`src/rtl/ddr_mem_pkg.sv`:
```
// Shared types for the burst DDR memory model: response codes, FSM states,
// and the byte-strobe width helper.
package ddr_mem_pkg;

  typedef enum logic [1:0] {
    OKAY   = 2'd0,
    SLVERR = 2'd1,
    CMDERR = 2'd2,
    PARERR = 2'd3
  } resp_t;

  typedef enum logic [1:0] {
    IDLE  = 2'd0,
    WRITE = 2'd1,
    READ  = 2'd2,
    DRAIN = 2'd3
  } state_t;

  function automatic int strb_w(input int dw);
    return dw / 8;
  endfunction

endpackage

```
`src/rtl/ddr_burst_memory_rd_pipe.sv`:
```
// Read-latency shift pipeline: RD_LATENCY stages of valid + payload,
// cleared asynchronously so a reset drops any beats still in flight.
module ddr_rd_pipe #(
  parameter int RD_LATENCY = 2,
  parameter int W          = 33
) (
  input  logic         clk,
  input  logic         reset,
  input  logic         in_valid,
  input  logic [W-1:0] in_data,
  output logic         out_valid,
  output logic [W-1:0] out_data
);

  logic [RD_LATENCY:1]        vld_pipe;
  logic [RD_LATENCY:1][W-1:0] dat_pipe;

  always_ff @(posedge clk or negedge reset) begin
    if (!reset) begin
      vld_pipe <= '0;
      dat_pipe <= '0;
    end else begin
      vld_pipe[1] <= in_valid;
      dat_pipe[1] <= in_data;
      for (int i = 2; i <= RD_LATENCY; i++) begin
        vld_pipe[i] <= vld_pipe[i-1];
        dat_pipe[i] <= dat_pipe[i-1];
      end
    end
  end

  assign out_valid = vld_pipe[RD_LATENCY];
  assign out_data  = dat_pipe[RD_LATENCY];

endmodule

```
`src/rtl/ddr_burst_memory.sv`:
```
// Burst-capable DDR memory model with byte strobes, read-latency pipe and
// coded responses. Optional byte parity under `DDR_MEM_PARITY_EN.
module ddr_burst_memory
  import ddr_mem_pkg::*;
#(
  parameter int ADDR_WIDTH = 4,
  parameter int DATA_WIDTH = 32,
  parameter int MEM_SIZE   = 16,
  parameter int BURST_MAX  = 4,
  parameter int RD_LATENCY = 2,
  localparam int NB = strb_w(DATA_WIDTH),
  localparam int LW = $clog2(BURST_MAX) + 1
) (
  input  logic                  clk,
  input  logic                  reset,
  input  logic                  wr,
  input  logic                  rd,
  input  logic [ADDR_WIDTH-1:0] addr,
  input  logic [LW-1:0]         burst_len,
  input  logic [DATA_WIDTH-1:0] wdata,
  input  logic [NB-1:0]         wstrb,
`ifdef DDR_MEM_PARITY_EN
  input  logic                  parity_inject,
`endif
  output logic [DATA_WIDTH-1:0] rdata,
  output logic                  rvalid,
  output logic                  busy,
  output logic                  done,
  output logic [1:0]            response
);

  if (MEM_SIZE > 2**ADDR_WIDTH) begin : g_size_chk
    $error("MEM_SIZE does not fit in ADDR_WIDTH");
  end
  if (DATA_WIDTH % 8 != 0) begin : g_dw_chk
    $error("DATA_WIDTH must be a multiple of 8");
  end

`ifdef DDR_MEM_PARITY_EN
  localparam int PW = DATA_WIDTH + NB + 1;
`else
  localparam int PW = DATA_WIDTH + 1;
`endif

  logic [DATA_WIDTH-1:0] mem [MEM_SIZE];

  state_t                state, state_n;
  logic [ADDR_WIDTH-1:0] cur_addr, cur_addr_n, beat_addr;
  logic [LW-1:0]         rem, rem_n;
  logic                  slv_q, slv_n, beat_slv;
  logic                  done_q, done_n, hold_q, hold_n;
  logic [1:0]            resp_q, resp_n, rd_resp;
  logic                  we, issue, issue_last, start_slv, cmd_err;
  logic [DATA_WIDTH-1:0] rd_word;
  logic [PW-1:0]         pipe_in, pipe_out;
  logic                  pipe_vld, rd_done;

  function automatic logic [ADDR_WIDTH-1:0] nxt(input logic [ADDR_WIDTH-1:0] a);
    return (int'(a) >= MEM_SIZE - 1) ? '0 : a + 1'b1;
  endfunction

  assign start_slv = int'(addr) >= MEM_SIZE;
  assign cmd_err   = (wr & rd) | (int'(burst_len) >= BURST_MAX);
  // hold_q keeps busy high through the done cycle of a multi-beat write
  assign busy      = (state != IDLE) | hold_q;

  always_ff @(posedge clk or negedge reset) begin
    if (!reset) state <= IDLE;
    else        state <= state_n;
  end

  always_comb begin
    state_n    = state;
    cur_addr_n = cur_addr;
    rem_n      = rem;
    slv_n      = slv_q;
    done_n     = 1'b0;
    hold_n     = 1'b0;
    resp_n     = resp_q;
    we         = 1'b0;
    issue      = 1'b0;
    issue_last = 1'b0;
    beat_addr  = cur_addr;
    beat_slv   = slv_q;
    case (state)
      IDLE: begin
        beat_addr = addr;
        beat_slv  = start_slv;
        if (!hold_q && (wr || rd)) begin
          if (cmd_err) begin
            done_n = 1'b1;
            resp_n = CMDERR;
          end else begin
            slv_n      = start_slv;
            cur_addr_n = nxt(addr);
            rem_n      = burst_len;
            if (wr) begin
              we = 1'b1;
              if (burst_len == '0) begin
                done_n = 1'b1;
                resp_n = start_slv ? SLVERR : OKAY;
              end else begin
                state_n = WRITE;
              end
            end else begin
              issue      = 1'b1;
              issue_last = (burst_len == '0);
              state_n    = (burst_len == '0) ? DRAIN : READ;
            end
          end
        end
      end
      WRITE: begin
        if (wr) begin
          we         = 1'b1;
          cur_addr_n = nxt(cur_addr);
          rem_n      = rem - 1'b1;
          if (rem == LW'(1)) begin
            state_n = IDLE;
            done_n  = 1'b1;
            hold_n  = 1'b1;
            resp_n  = slv_q ? SLVERR : OKAY;
          end
        end
      end
      READ: begin
        issue      = 1'b1;
        cur_addr_n = nxt(cur_addr);
        rem_n      = rem - 1'b1;
        if (rem == LW'(1)) begin
          issue_last = 1'b1;
          state_n    = DRAIN;
        end
      end
      DRAIN: begin
        if (rd_done) begin
          state_n = IDLE;
          resp_n  = rd_resp;
        end
      end
      default: state_n = IDLE;
    endcase
  end

  always_ff @(posedge clk or negedge reset) begin
    if (!reset) begin
      cur_addr <= '0;
      rem      <= '0;
      slv_q    <= 1'b0;
      done_q   <= 1'b0;
      hold_q   <= 1'b0;
      resp_q   <= OKAY;
    end else begin
      cur_addr <= cur_addr_n;
      rem      <= rem_n;
      slv_q    <= slv_n;
      done_q   <= done_n;
      hold_q   <= hold_n;
      resp_q   <= resp_n;
    end
  end

  // Out-of-range beats never touch the array; reads of them return zero
  always_ff @(posedge clk or negedge reset) begin
    if (!reset) begin
      for (int i = 0; i < MEM_SIZE; i++) mem[i] <= '0;
    end else if (we && !beat_slv) begin
      for (int b = 0; b < NB; b++)
        if (wstrb[b]) mem[int'(beat_addr)][8*b +: 8] <= wdata[8*b +: 8];
    end
  end

  assign rd_word = beat_slv ? '0 : mem[int'(beat_addr)];

`ifdef DDR_MEM_PARITY_EN
  logic [NB-1:0] par_mem [MEM_SIZE];
  logic [NB-1:0] rd_par, par_out, par_bad;
  logic          mism, par_acc;

  always_ff @(posedge clk or negedge reset) begin
    if (!reset) begin
      for (int i = 0; i < MEM_SIZE; i++) par_mem[i] <= '0;
    end else if (we && !beat_slv) begin
      for (int b = 0; b < NB; b++)
        if (wstrb[b])
          par_mem[int'(beat_addr)][b] <= (^wdata[8*b +: 8]) ^ ((b == 0) & parity_inject);
    end
  end

  assign rd_par  = beat_slv ? '0 : par_mem[int'(beat_addr)];
  assign pipe_in = {issue_last, rd_par, rd_word};
  assign par_out = pipe_out[DATA_WIDTH +: NB];

  always_comb begin
    par_bad = '0;
    for (int b = 0; b < NB; b++) par_bad[b] = (^rdata[8*b +: 8]) ^ par_out[b];
  end
  assign mism = pipe_vld & (|par_bad);

  // Sticky per-burst flag, cleared when a new read command starts
  always_ff @(posedge clk or negedge reset) begin
    if (!reset)                       par_acc <= 1'b0;
    else if (issue && state == IDLE)  par_acc <= 1'b0;
    else if (mism)                    par_acc <= 1'b1;
  end

  assign rd_resp = slv_q ? SLVERR : ((par_acc | mism) ? PARERR : OKAY);
`else
  assign pipe_in = {issue_last, rd_word};
  assign rd_resp = slv_q ? SLVERR : OKAY;
`endif

  ddr_rd_pipe #(
    .RD_LATENCY (RD_LATENCY),
    .W          (PW)
  ) u_rd_pipe (
    .clk       (clk),
    .reset     (reset),
    .in_valid  (issue),
    .in_data   (pipe_in),
    .out_valid (pipe_vld),
    .out_data  (pipe_out)
  );

  assign rdata    = pipe_out[DATA_WIDTH-1:0];
  assign rvalid   = pipe_vld;
  assign rd_done  = pipe_vld & pipe_out[PW-1];
  assign done     = done_q | rd_done;
  assign response = rd_done ? rd_resp : resp_q;

endmodule
```
`config.mk`:
```
export PLATFORM = sky130hd
export DESIGN_NAME = ddr_burst_memory
export DESIGN_NICKNAME = d
export VERILOG_FILES = /design/src/rtl/ddr_mem_pkg.sv /design/src/rtl/ddr_burst_memory_rd_pipe.sv /design/src/rtl/ddr_burst_memory.sv
export SDC_FILE = /design/constraint.sdc
export NUM_CORES = 1
export LEC_CHECK = 0
export CORE_MARGIN = 4
export CORE_UTILIZATION = 30
export DETAILED_ROUTE_END_ITERATION = 12
export RECOVER_POWER = 25
export SKIP_LAST_GASP = 1
export SLEW_MARGIN = 5
export SYNTH_ARGS = -nofsm -noshare
export SYNTH_HDL_FRONTEND = slang
export SYNTH_SLANG_ARGS = --single-unit
```
`constraint.sdc`:
```
create_clock -name clk -period 2.8 [get_ports clk]
set_input_delay 0.56 -clock clk [delete_from_list [all_inputs] [get_ports clk]]
set_output_delay 0.56 -clock clk [all_outputs]
set_load 0.02 [all_outputs]
```
==> flow_summary.yaml <==
yosys:
  synth_edf_count: 0
  yosysMostFrequentCell: "dfrtp_1"
  syn_area_per_cell_sq_um: 13.4
  yosys-top-cells-count: "dfrtp_1, mux2_2, o21ai_0"
  synthFlopType: "dfrtp_1"
  ys_types: 59
  synthCells: 2122
  syn_nets: 2177
  yosys_warnings: 0
  synth.area.top_cells: "dfrtp_1, mux2_2, mux2i_1"
  netlist.area_leader.share_pct: 52.1
  yosysSeqAreaShare_pct: 52.1
  syn-cell-area_sq_um: 28500
  async_reset_ff_share_pct: 100
  yosysTopAreaCell: "dfrtp_1"
  ys_ff_latch: 593
global_routing:
  grt_pass1_vias: 20410
  grt_pass1_wl_mm: 128
  antenna_found_initial: 12
  grt_max_degree: 79
  gr-usage-all-layers_pct: 16.4
  grt_overflow: 0
power:
  p_total_mw: 34.2
  power.leakage_nw: 15.8
  power_density_nw_per_um2: 985
  ir_drop_v: 0.000787
placement:
  port_buffers: 83
  gp_congestion: 0.791
  dp_hpwl_mm: 54.3
  place_ws_ns: -0.131
run:
  cap_violations: 1
clocking:
  cts-root-buf: "clkbuf_16"
  cts_buffers: 60
  clk_latency_ns: 0.62
  cts_sinks: 593
  htreeDepth: 2
  clockBufferDepth: 3
  clkTransAtPathRegs_ns: 0.06
  cts_tree: "built"
setup_path:
  worstPathMaxFanout: 16
  endpoint_kind: "flip-flop"
  r2r_cells: 8
  critPathLaunchType: "flip-flop"
  worst_r2r_endpoint: "mem[89]"
  crit_type: "reg -> reg"
  arrival_ns: 3.21
  r2r-start: "state[0]"
  crit_required_ns: 3.29
  reg2reg_slack_ns: 0.07
timing:
  fin_crit_ns: 2.73
  fin_setup_tns_ns: 0
  hold_viol: 0
  fin_crit_sh_pct: 97.4
  drv_slew: 57
  max_freq_mhz: 367
  rsz0062_at_grt: "false"
  setup_violations: 0
  fin_ws_ns: 0.0734
  worst_pin_slew_ns: 1.97
  relSlewSlack_pct: -31.2
  finClkSkew_ns: 0.0204
min_path:
  min_path_type: "reg -> reg"
  hold_start: "u_rd_pipe.dat_pipe[7]"
  hold_end: "u_rd_pipe.out_data[7]"
  min_delay_path_depth: 0
floorplanning:
  rows: 112
  dieHeight_um: 316
  die_w_um: 316
  dieArea_sq_um: 99900
  fp.coreArea_sq_um: 93700
  start_util_pct: 30.4
  ios: 84
detailed_routing:
  drtPass1Iterations: 7
  avgViaCountPerCell: 5.37
  routed_wl_mm: 82.3
  postRouteAntennaNets: 0
  wl_per_cell_um: 23.1
  drc: 0
  drt_iter0_drc: 1513
  vias: 19129
final_layout:
  nets: 2309
  syn_to_final_growth_pct: 21.8
  drive_gt1_share_pct: 38.7
run_status:
  status: "finished, violations left"
  failed_checks: "max-capacitance violations, max-slew violations"
==> critical path, cell delays in order (launching register included) <==
cell and delay, ns:
dfrtp_1 0.35, inv_1 0.09, ha_4 0.18, buf_12 0.15, and3b_2 0.26, nor2_4 0.92
nor3_4 0.11, buf_12 0.20, mux2_1 0.31
==> registers in the layout, indices dropped and copies added, names as in the netlist <==
| signal | count |
|---|---|
| u_rd_pipe.out_data | 33 |
| state | 2 |
| rem | 3 |
| u_rd_pipe.vld_pipe | 2 |
| hold_q | 1 |
| done_q | 1 |
| u_rd_pipe.dat_pipe | 33 |
| mem | 512 |
| resp_q | 2 |
| cur_addr | 4 |
==> cell families (layout without fill, tap and decap cells) <==
family | count (synthesis) | in the layout | share of synthesized area [%]
mux | 649 | 649 | 25.7
simple gates | 213 | 213 | 7.84
flops | 593 | 593 | 52.1
buf+inv | 214 | 396 | 3.82
other cells | 0 | 3 | 0
compound gates | 444 | 444 | 10.1
fa+ha+maj | 8 | 8 | 0.352
xor+xnor | 1 | 1 | 0.0308
==> through the flow <==
| step | utilization, % | hold slack [ns] | area (sq um) | cells |
|---|---|---|---|---|
| floorplan | - | 0.264 | 28500 | 2122 |
| global placement | 34.8 | 0.334 | 32700 | 3444 |
| detailed placement | 34.8 | 0.337 | 32700 | 3444 |
| CTS | 37.1 | 0.347 | 34700 | 3558 |
| global route | 37.0 | 0.347 | 34700 | 3561 |
| finish | 37.0 | 0.348 | 34700 | 3561 |
==> final cells by class <==
cell class	instances	area (sq um)
sequential	593	14800
tap	1254	1570
antenna	3	7.51
timing repair buffer	275	3530
clock buffer	84	1720
multi-input combinational	1315	12700
inverter	9	33.8
clock inverter	28	327
fill	8776	59100
==> metal layers <==
metal	track usage, %	part of all wire (%)
met1	22.4	44
met2	27.2	48
met3	2.37	5.0
met4	4.55	2.5
met5	0	0.040
==> power by group <==
group / total, mW / switching, mW / internal [mW]
Sequential: 13.3 / 1.70 / 11.6
Clock: 8.32 / 3.40 / 4.92
Combinational: 12.5 / 6.78 / 5.72
Total: 34.2 / 11.9 / 22.3
==> repair_timing <==
item / CTS / global route
endpoints found under the setup margin: 49 / 42
gates resized for setup: 2 / 1
hold endpoints to repair: 43 / 0
pin swaps: 1 / 1
buffers inserted: 1 / 0
hold buffers: 1 / 0
==> worst max path at each step <==
stage / start / end / slack [ns] / depth (start not counted)
2_1_floorplan: state[0] / u_rd_pipe.dat_pipe[7] / 0.38 / 9
3_5_place_dp: addr[3] / u_rd_pipe.dat_pipe[4] / -0.13 / 7
5_1_grt: state[1] / mem[89] / 0.01 / 8
4_1_cts: state[0] / mem[89] / 0.06 / 8
3_3_place_gp: addr[3] / u_rd_pipe.dat_pipe[4] / -0.11 / 7
6_report: state[0] / mem[89] / 0.07 / 8
==> layout by cell type (no fill, tap or decap), types with 11 or more instances in the layout <==
master and n:
dfrtp_1 591, clkinv_2 18, and4_1 63, buf_12 102, clkdlybuf4s50_1 79, o22ai_1 64
mux2_2 448, mux2_4 48, a41oi_1 127, mux2_1 18, clkbuf_16 61, mux2i_1 134
o21ai_0 205, clkbuf_8 11, clkbuf_1 12, buf_4 76, or4_1 32, nor3_4 66
Note: power is estimated with default switching activity, not from simulation.
